==> config.mk <==
export PLATFORM = sky130hd
export DESIGN_NAME = spiker_reader
export DESIGN_NICKNAME = d
export VERILOG_FILES = /design/src/rtl/spiker_pkg.sv /design/src/rtl/spiker_step_ctrl.sv /design/src/rtl/spiker_reader.sv
export SDC_FILE = /design/constraint.sdc
export NUM_CORES = 1
export LEC_CHECK = 0
export BUFFER_PORTS_ARGS = -buffer_cell sky130_fd_sc_hd__buf_2
export CAP_MARGIN = 40
export CORE_AREA = 5 5 632 634
export CTS_CLUSTER_SIZE = 28
export DETAILED_ROUTE_END_ITERATION = 8
export DIE_AREA = 0 0 637 639
export GPL_ROUTABILITY_DRIVEN = 0
export PLACE_DENSITY_LB_ADDON = 0.08
export SYNTH_ARGS = -nofsm -noshare
export SYNTH_HDL_FRONTEND = slang
export SYNTH_SLANG_ARGS = --single-unit
==> constraint.sdc <==
create_clock -name clk_i -period 2.9 [get_ports clk_i]
set_clock_uncertainty 0.1 [all_clocks]
set_input_delay 0.145 -clock clk_i [delete_from_list [all_inputs] [get_ports clk_i]]
set_output_delay 0.145 -clock clk_i [all_outputs]
set_load 0.1 [all_outputs]
==> src/rtl/spiker_pkg.sv <==
// Shared types and default sizing for the spiker input-side reader.
package spiker_pkg;

  localparam int SPK_WIDTH      = 32;
  localparam int SPK_N_SPIKES   = 784;
  localparam int SPK_N_REG      = 25;
  localparam int SPK_DATA_WIDTH = SPK_N_REG * SPK_WIDTH;
  localparam int SPK_TS_WIDTH   = 16;
  localparam int SPK_IDX_W      = $clog2(SPK_N_REG);

  typedef enum logic [2:0] {
    RD_IDLE,
    RD_LOAD,
    RD_PRESENT,
    RD_WAIT,
    RD_DONE
  } spiker_rd_state_e;

endpackage

==> src/rtl/spiker_step_ctrl.sv <==
// Handshake and timestep bookkeeping for the reader: detects frame acceptance,
// counts completed steps and flags the step that reaches the programmed limit.
module spiker_step_ctrl
  import spiker_pkg::*;
#(
  parameter int TS_WIDTH = SPK_TS_WIDTH
) (
  input  logic                  clk_i,
  input  logic                  rst_ni,
  input  spiker_rd_state_e      state,
  input  logic                  launch,
  input  logic                  abort,
  input  logic                  ready,
  input  logic                  step_done,
  input  logic [TS_WIDTH-1:0]   n_steps,
  output logic                  handshake,
  output logic                  step_evt,
  output logic                  last_step,
  output logic [TS_WIDTH-1:0]   step_cnt
);

  logic [TS_WIDTH-1:0] limit_q;
  logic [TS_WIDTH-1:0] cnt_q;
  logic [TS_WIDTH-1:0] cnt_inc;

  // Saturating increment; cannot actually saturate while limit fits in TS_WIDTH.
  assign cnt_inc   = (cnt_q == '1) ? cnt_q : cnt_q + 1'b1;

  // Abort wins over a coincident accept or step completion.
  assign handshake = (state == RD_PRESENT) && ready && !abort;
  assign step_evt  = (state == RD_WAIT) && step_done && !abort;
  assign last_step = step_evt && (cnt_inc == limit_q);

  // NOTE: state registers use non-blocking assignments so every flop samples
  // pre-edge values regardless of process evaluation order.
  always_ff @(posedge clk_i or negedge rst_ni) begin
    if (!rst_ni) begin
      limit_q <= '0;
      cnt_q   <= '0;
    end else if (launch) begin
      limit_q <= (n_steps == '0) ? TS_WIDTH'(1) : n_steps;
      cnt_q   <= '0;
    end else if (step_evt) begin
      cnt_q   <= cnt_inc;
    end
  end

  assign step_cnt = cnt_q;

endmodule

==> src/rtl/spiker_reader.sv <==
// Assembles register-file spike words into the core input frame and replays it
// once per timestep over a valid/ready handshake for a programmed step count.
module spiker_reader
  import spiker_pkg::*;
#(
  parameter int WIDTH      = SPK_WIDTH,
  parameter int N_SPIKES   = SPK_N_SPIKES,
  parameter int N_REG      = SPK_N_REG,
  parameter int DATA_WIDTH = SPK_DATA_WIDTH,
  parameter int TS_WIDTH   = SPK_TS_WIDTH
) (
  input  logic                     clk_i,
  input  logic                     rst_ni,
  input  logic                     test_mode_i,
  input  logic [N_REG*WIDTH-1:0]   spikes_words_i,
  input  logic                     start_i,
  input  logic                     abort_i,
  input  logic [TS_WIDTH-1:0]      n_steps_i,
  output logic [DATA_WIDTH-1:0]    data_in_o,
  output logic                     valid_o,
  input  logic                     ready_i,
  input  logic                     step_done_i,
  output logic                     busy_o,
  output logic                     done_o,
  output logic [TS_WIDTH-1:0]      step_cnt_o
);

  localparam int IDX_W = (N_REG > 1) ? $clog2(N_REG) : 1;
  localparam logic [IDX_W-1:0] LAST_IDX = IDX_W'(N_REG - 1);
  // Padding bits above the last real spike input are never presented.
  localparam logic [DATA_WIDTH-1:0] FRAME_MASK =
    {DATA_WIDTH{1'b1}} >> (DATA_WIDTH - N_SPIKES);

  spiker_rd_state_e      state_q, state_d;
  logic [IDX_W-1:0]      idx_q;
  logic [DATA_WIDTH-1:0] frame_q;
  logic                  done_q;

  logic launch;
  logic load_word;
  logic set_done;
  logic handshake;
  logic step_evt;
  logic last_step;

  logic unused_test_mode;
  assign unused_test_mode = test_mode_i;

  spiker_step_ctrl #(
    .TS_WIDTH (TS_WIDTH)
  ) u_step_ctrl (
    .clk_i     (clk_i),
    .rst_ni    (rst_ni),
    .state     (state_q),
    .launch    (launch),
    .abort     (abort_i),
    .ready     (ready_i),
    .step_done (step_done_i),
    .n_steps   (n_steps_i),
    .handshake (handshake),
    .step_evt  (step_evt),
    .last_step (last_step),
    .step_cnt  (step_cnt_o)
  );

  always_ff @(posedge clk_i or negedge rst_ni) begin
    if (!rst_ni) begin
      state_q <= RD_IDLE;
    end else begin
      state_q <= state_d;
    end
  end

  // NOTE: every output of this block gets a default first, so no path through
  // the case statement can leave a signal unassigned and infer a latch.
  always_comb begin
    state_d   = state_q;
    launch    = 1'b0;
    load_word = 1'b0;
    set_done  = 1'b0;
    if (state_q != RD_IDLE && abort_i) begin
      state_d = RD_IDLE;
    end else begin
      unique case (state_q)
        RD_IDLE: begin
          if (start_i) begin
            launch  = 1'b1;
            state_d = RD_LOAD;
          end
        end
        RD_LOAD: begin
          load_word = 1'b1;
          if (idx_q == LAST_IDX) state_d = RD_PRESENT;
        end
        RD_PRESENT: begin
          if (handshake) state_d = RD_WAIT;
        end
        RD_WAIT: begin
          if (step_evt) state_d = last_step ? RD_DONE : RD_PRESENT;
        end
        RD_DONE: begin
          set_done = 1'b1;
          state_d  = RD_IDLE;
        end
        default: state_d = RD_IDLE;
      endcase
    end
  end

  always_ff @(posedge clk_i or negedge rst_ni) begin
    if (!rst_ni) begin
      idx_q  <= '0;
      done_q <= 1'b0;
    end else begin
      if (launch) begin
        idx_q  <= '0;
        done_q <= 1'b0;
      end else begin
        if (load_word) idx_q <= (idx_q == LAST_IDX) ? '0 : idx_q + 1'b1;
        if (set_done)  done_q <= 1'b1;
      end
    end
  end

  // NOTE: the frame store is reset because the core may observe data_in_o
  // straight out of reset; a bare register array would power up undefined.
  always_ff @(posedge clk_i or negedge rst_ni) begin
    if (!rst_ni) begin
      frame_q <= '0;
    end else if (load_word) begin
      for (int i = 0; i < N_REG; i++) begin
        if (idx_q == IDX_W'(i)) begin
          frame_q[i*WIDTH +: WIDTH] <= spikes_words_i[i*WIDTH +: WIDTH]
                                     & FRAME_MASK[i*WIDTH +: WIDTH];
        end
      end
    end
  end

  assign data_in_o = frame_q;
  assign valid_o   = (state_q == RD_PRESENT);
  assign busy_o    = (state_q != RD_IDLE);
  assign done_o    = done_q;

endmodule

# Yosys cells after proc, flatten, opt, wreduce, memory -nomap -nowiden
# Cells that the tools add are included.
[classes] n_addsub=2 n_reduce_logical=40 eq_ne=34 n_mux=23
[ops] operator="2-to-1 mux 16 bit" count=4
[ops] operator="AND reduction 2 bit" count=25
[ops] operator="== test 5 bit, second input constant" count=9
[ops] operator="== test 5 x 4 -> 1 bit, second input constant" count=8
[ops] operator="== test 5 x 3 -> 1 bit, second input constant" count=4
[ops] operator="2-to-1 mux 3 bit" count=6
[ops] operator="adder 16 x 1 -> 16 bit, second input constant" count=1
[ops] operator="== test 16 bit" count=1
[ops] operator="== test 16 bit, second input constant" count=1
[ops] operator="zero test 16 bit" count=1
[ops] operator="2-to-1 mux 5 bit" count=3
[ops] operator="case mux 3 bit (4 select lines)" count=1
[ops] operator="== test 5 x 2 -> 1 bit, second input constant" count=2
[ops] operator="2-to-1 mux 1 bit" count=9
[ops] operator="== test 3 x 2 -> 1 bit, second input constant" count=2
[ops] operator="logical AND 1 bit" count=6
[ops] operator="!= test 3 bit, second input constant" count=2
[ops] operator="nonzero test 2 bit" count=3
[ops] operator="adder 5 x 1 -> 5 bit, second input constant" count=1
[ops] operator="== test 5 x 1 -> 1 bit, second input constant" count=1
[ops] operator="zero test 5 bit" count=1
[ops] operator="AND reduction 4 bit" count=1
[ops] operator="== test 3 x 1 -> 1 bit, second input constant" count=1
[ops] operator="== test 3 bit, second input constant" count=1
[ops] operator="5 further kinds" count=5
[totals] wordCells=129 inputBits=823 regBits=825

# Depth between registers and ports, before layout
[logic_depth] ltp_word=8 mapped_depth=9 mapped_depth_nobuf=8

# Modules after synthesis
# From an unflattened synthesis, not the netlist that was laid out.
[unflattened] hier_cells=1990 hier_area_um2=32017.0
[modules_own_cells] mod="spiker_reader" seq_area_each_um2=19844.0 area_each_um2=29946.2 n_inst=1 cells_per_inst=1769
[modules_own_cells] mod="spiker_step_ctrl" seq_area_each_um2=800.8 area_each_um2=2070.7 n_inst=1 cells_per_inst=221

# Least setup slack after synthesis
# No wires, ideal clock.
[synth_timing] path_kind="register -> register" from="register u_step_ctrl.cnt_q[1] (netlist: u_step_ctrl.step_cnt[1])" to="register state_q[1]" t_required_ns=2.679 stages_incl_launch_ff=10 n_path_buf=1 path_slack_ns=-0.220 setup_ns=0.121 arrival_ns=2.899 path_cell_list="dfrtp_1 ha_1 nand3_4 or4_4 buf_6 nor2_2 o32ai_1 a311oi_1 and4_1 a21oi_1"
[synth_between] elab_chain_cells=8 word_cells_on_any_way=9
[synth_rtl] element="start: declaration" line_no="spiker_step_ctrl.sv:23" text="logic [TS_WIDTH-1:0] cnt_q;"
[synth_rtl] element="start signal: assignment" line_no="spiker_step_ctrl.sv:44" text="cnt_q <= cnt_inc;"
[synth_rtl] element="adder 16 x 1 -> 16 bit or == test 16 bit (tied branches)" line_no="spiker_step_ctrl.sv:27" text="assign cnt_inc = (cnt_q == '1) ? cnt_q : cnt_q + 1'b1;"
[synth_rtl] element="2-to-1 mux 16 bit *" line_no="spiker_step_ctrl.sv:27"
[synth_rtl] element="== test 16 bit *" line_no="spiker_step_ctrl.sv:32" text="assign last_step = step_evt && (cnt_inc == limit_q);"
[synth_rtl] element="logical AND 1 bit *" line_no="spiker_step_ctrl.sv:32"
[synth_rtl] element="2-to-1 mux 3 bit * (2 in series)" line_no="spiker_reader.sv:99" text="if (step_evt) state_d = last_step ? RD_DONE : RD_PRESENT;"
[synth_rtl] element="case mux 3 bit (4 select lines) *" line_no="spiker_reader.sv:84" text="unique case (state_q)"
[synth_rtl] element="2-to-1 mux 3 bit *" line_no="spiker_reader.sv:81" text="if (state_q != RD_IDLE && abort_i) begin"
[synth_rtl] element="end signal: assignment" line_no="spiker_reader.sv:70" text="state_q <= state_d;"
[synth_rtl] element="end: declaration" line_no="spiker_reader.sv:34" text="spiker_rd_state_e state_q, state_d;"
# Every way passes the cells marked *; elsewhere a longest branch is shown, timed or not. The select of a mux whose other input is x is not followed.
# A chain may end at the register's enable or synchronous reset.

# Worst setup path after layout
[layout_timing] from="register idx_q[2]" to="register frame_q[701] (netlist: data_in_o[701])"
[layout_between] elab_chain_cells=2
[layout_rtl] element="start: declaration" line_no="spiker_reader.sv:35" text="logic [IDX_W-1:0] idx_q;"
[layout_rtl] element="start signal: assignment" line_no="spiker_reader.sv:119" text="if (load_word) idx_q <= (idx_q == LAST_IDX) ? '0 : idx_q + 1'b1;"
[layout_rtl] element="== test 5 bit" line_no="spiker_reader.sv:132" text="if (idx_q == IDX_W'(i)) begin"
[layout_rtl] element="AND reduction 2 bit (no line)"
[layout_rtl] element="end signal: indexed assignment" line_no="spiker_reader.sv:133" text="frame_q[i*WIDTH +: WIDTH] <= spikes_words_i[i*WIDTH +: WIDTH]"
[layout_rtl] element="end: declaration" line_no="spiker_reader.sv:36" text="logic [DATA_WIDTH-1:0] frame_q;"
# No other way between the ends.

==> flow_metrics.env <==
export IMPL_run_status="completed"
export IMPL_grt_start_max_net_pins=56
export IMPL_regToRegEndpoint="data_in_o[701]"
export IMPL_mappedNetlistArea_sq_um=31700
export IMPL_post_route_cell_area_sq_um=65400
export IMPL_critPathCaptureType="flip-flop"
export IMPL_quantity_of_i_o_buffers_inserted_on_ports=1608
export IMPL_holdCritPathClass="in -> reg"
export IMPL_area_delta_synth_final_pct=106
export IMPL_i_o_pin_total=1642
export IMPL_critical_path_origin="idx_q[2]"
export IMPL_via_count_of_the_first_global_routing_pass=32800
export IMPL_timing_final_hold_violations=0
export IMPL_layout_cells_non_filler=10500
export IMPL_fp_dieArea_sq_um=407000
export IMPL_crit_chain="nor2b_1 -> and3_1 -> nand2_2 -> buf_4 -> mux2_2"
export IMPL_final_period_utilization_pct=90.7
export IMPL_core_area_sq_um=394000
export IMPL_postRouteAntennaNets=0
export IMPL_total_number_of_vias=29800
export IMPL_worst_slew_pin_tran_ps=802
export IMPL_synth_area_leader="sky130_fd_sc_hd__dfrtp_1"
export IMPL_yosysSeqAreaShare_pct=65.0
export IMPL_grt_setup_unrepaired="no"
export IMPL_totalNegativeSetupSlack_ps=0
export IMPL_critPathMaxFanout=32
export IMPL_global_route_wire_length_before_repair_mm=312
export IMPL_crit_end="data_in_o[701]"
export IMPL_numCtsBuffers=135
export IMPL_regToRegSetupSlack_ps=270
export IMPL_report_final_slew_viol_count=0
export IMPL_die_w_um=637
export IMPL_insertion_delay_ps=810
export IMPL_fmaxAchievable_mhz=380
export IMPL_drt_wl_total_mm=237
export IMPL_syn_area_per_cell_sq_um=16.1
export IMPL_clock_sink_count=825
export IMPL_critPathArrivalTime_ps=3200
export IMPL_postPlaceCellArea_sq_um=47000
export IMPL_drt_pass1_iterations=5
export IMPL_top_cells_by_area_synth="sky130_fd_sc_hd__dfrtp_1, sky130_fd_sc_hd__mux2_2, sky130_fd_sc_hd__mux2_1"
export IMPL_count_of_final_setup_violators=0
export IMPL_min_from="spikes_words_i[227]"
export IMPL_cell_variety_after_synth=59
export IMPL_tritoncts="yes"
export IMPL_final_period_minus_worst_setup_slack_ps=2630
export IMPL_worst_slew_margin_rel_pct=46.5
export IMPL_vias_per_cell=2.84
export IMPL_layout_drive_gt1_share_pct=51.9
export IMPL_grt_overflow_total=0
export IMPL_finalNetCount=5952
export IMPL_track_usage_pct=11.2
export IMPL_synth_ff_type="sky130_fd_sc_hd__dfrtp_1"
export IMPL_root_buffer_selected_by_cts="sky130_fd_sc_hd__clkbuf_16"
export IMPL_cts_setup_buffers=0
export IMPL_cp_data_required_time_ps=3470
export IMPL_ys_warnings_count=0
export IMPL_drcViolationCount=0
export IMPL_power_density_nw_per_um2=690
export IMPL_clockBufferDepth=4
export IMPL_clkTransAtPathRegs_ps=50
export IMPL_final_core_utilization_pct=16.6
export IMPL_dieHeight_um=639
export IMPL_antenna_violations_before_repair=109
export IMPL_post_synth_inst_count=1976
export IMPL_timing_setup_critical_path_class="reg -> reg"
export IMPL_crit_path_max_incr_delay_ps=570
export IMPL_vdd_drop_max_uv=650
export IMPL_power_leakage_nw=32.6
export IMPL_synth_ff_latch_count=825
export IMPL_place_detailed_instances=8827
export IMPL_place_hpwl_mm=193
export IMPL_reg2regPathDepth=5
export IMPL_multi_input_comb_area_sq_um=10700
export IMPL_synth_top_cell_area_share_pct=65.0
export IMPL_cp_slowest_cell="sky130_fd_sc_hd__nor2b_1"
export IMPL_avgRoutedWirePerCell_um=22.5
export IMPL_crit_path_start_kind="flip-flop"
export IMPL_register_area_sq_um=20600
export IMPL_initial_core_util_pct=8.06
export IMPL_fillCellCount=44200
export IMPL_rows=231
export IMPL_cap_violations=0
export IMPL_synth_edf_count=0
export IMPL_synth_async_sr_flop_share_pct=100
export IMPL_ctsHtreeMaxLevel=4
export IMPL_regToRegStartpoint="idx_q[2]"
export IMPL_dr_first_iter_drc_count=951
==> cell type report <==
type,count,share of cell area [%]
repair buffers,3102,35.3
flip-flops and latches,825,31.6
inverters,7,0.0402
diodes,51,0.195
clock buffers,193,5.88
well taps,5242,10.0
multi-input cells,1052,16.4
clock inverters,28,0.576
==> per-stage QoR <==
step / power [mW] / hold slack (ps) / worst slack (ps)
after floorplan: 23.4 / -251 / 11.6
after global placement: 27.9 / 146 / 57.7
after detailed placement: 27.8 / 152 / 113
after CTS: 46.7 / 0.247 / 69.6
after global routing: 47.4 / 9.63 / 31.8
final: 45.1 / 72.2 / 269
==> Yosys cell counts, drive strengths merged (2+ instances only) <==
| cell type | count |
|---|---|
| dfrtp | 825 |
| mux2 | 799 |
| buf | 96 |
| nand2 | 31 |
| nor2 | 30 |
| o21ai | 28 |
| nand3 | 22 |
| a21oi | 14 |
| clkbuf | 11 |
| xnor2 | 11 |
| nand4 | 9 |
| and3 | 8 |
| nor3 | 8 |
| xor2 | 8 |
| inv | 7 |
| ha | 6 |
| a311oi | 5 |
| nor4 | 5 |
| a31oi | 4 |
| and4 | 4 |
| mux2i | 4 |
| a211oi | 3 |
| nand2b | 3 |
| nor2b | 3 |
| o22ai | 3 |
| or3 | 3 |
| a22o | 2 |
| a41oi | 2 |
| and2 | 2 |
| nand3b | 2 |
| nor3b | 2 |
| o2111a | 2 |
| o31ai | 2 |
==> flip-flops by register name (all words and copies together) (netlist names) <==
name                  cells
u_step_ctrl.limit_q      16
u_step_ctrl.step_cnt     16
state_q                   3
data_in_o               784
done_o                    1
idx_q                     5
==> cell families (layout without fill, tap and decap cells) <==
logic type / after synthesis / after routing / synth area share [%]
xor gates and xnor gates: 19 / 19 / 0.524
and+or+nand+nor: 136 / 136 / 2.42
adders and majority gates: 6 / 6 / 0.237
DFF: 825 / 825 / 65.0
other: 1 / 67 / 0.0118
AOI/OAI and AO/OA: 72 / 72 / 1.44
buffers and inverters: 114 / 3330 / 1.84
muxes: 803 / 803 / 28.5
==> metal layers <==
metal	vias to the layer above	GRT usage, %	share of wire (%)
met5	-	0	0.078
met4	30	1.84	1.6
met3	269	3.15	6.5
met2	1030	20.8	52
met1	15000	12.8	39
li1	13400	-	-
==> how the worst min path moves through the flow <==
stage | endpoint | slack (ps) | cells after the start
after floorplan | data_in_o[0] | -250 | 0
final | data_in_o[227] | 70 | 3
after global placement | data_in_o[337] | 150 | 1
after global routing | data_in_o[227] | 10 | 3
after CTS | u_step_ctrl.limit_q[5] | 0.2 | 3
after detailed placement | data_in_o[337] | 150 | 1
==> cell usage in the layout, fill, tap and decap left out, types with 28 or more instances in the layout <==
cell type and count:
sky130_fd_sc_hd__dfrtp_1 822, sky130_fd_sc_hd__buf_2 1607, sky130_fd_sc_hd__o21ai_0 28, sky130_fd_sc_hd__clkbuf_16 135
sky130_fd_sc_hd__mux2_1 38, sky130_fd_sc_hd__buf_4 70, sky130_fd_sc_hd__dlygate4sd3_1 1400, sky130_fd_sc_hd__diode_2 51
sky130_fd_sc_hd__clkbuf_1 33, sky130_fd_sc_hd__mux2_2 761
==> worst max-delay path, delay by kind of cell (launching register included) <==
| kind | cells | cell delay [ps] |
|---|---|---|
| simple gates | 3 | 1230 |
| mux | 1 | 350 |
| flops | 1 | 470 |
| buf+inv | 1 | 300 |
==> where the power goes <==
group / switching [mW] / internal [mW]
registers: 0.734 / 12.8
clock network: 6.63 / 9.59
logic: 11.7 / 3.72
total: 19.1 / 26.1
==> timing repair <==
| item | CTS | global route |
|---|---|---|
| endpoints found under the hold margin | 1610 | 0 |
| setup endpoints to repair | 0 | 9 |
| gates resized for setup | 0 | 1 |
| hold buffers | 1400 | 0 |
(Power assumes the default switching activity.)
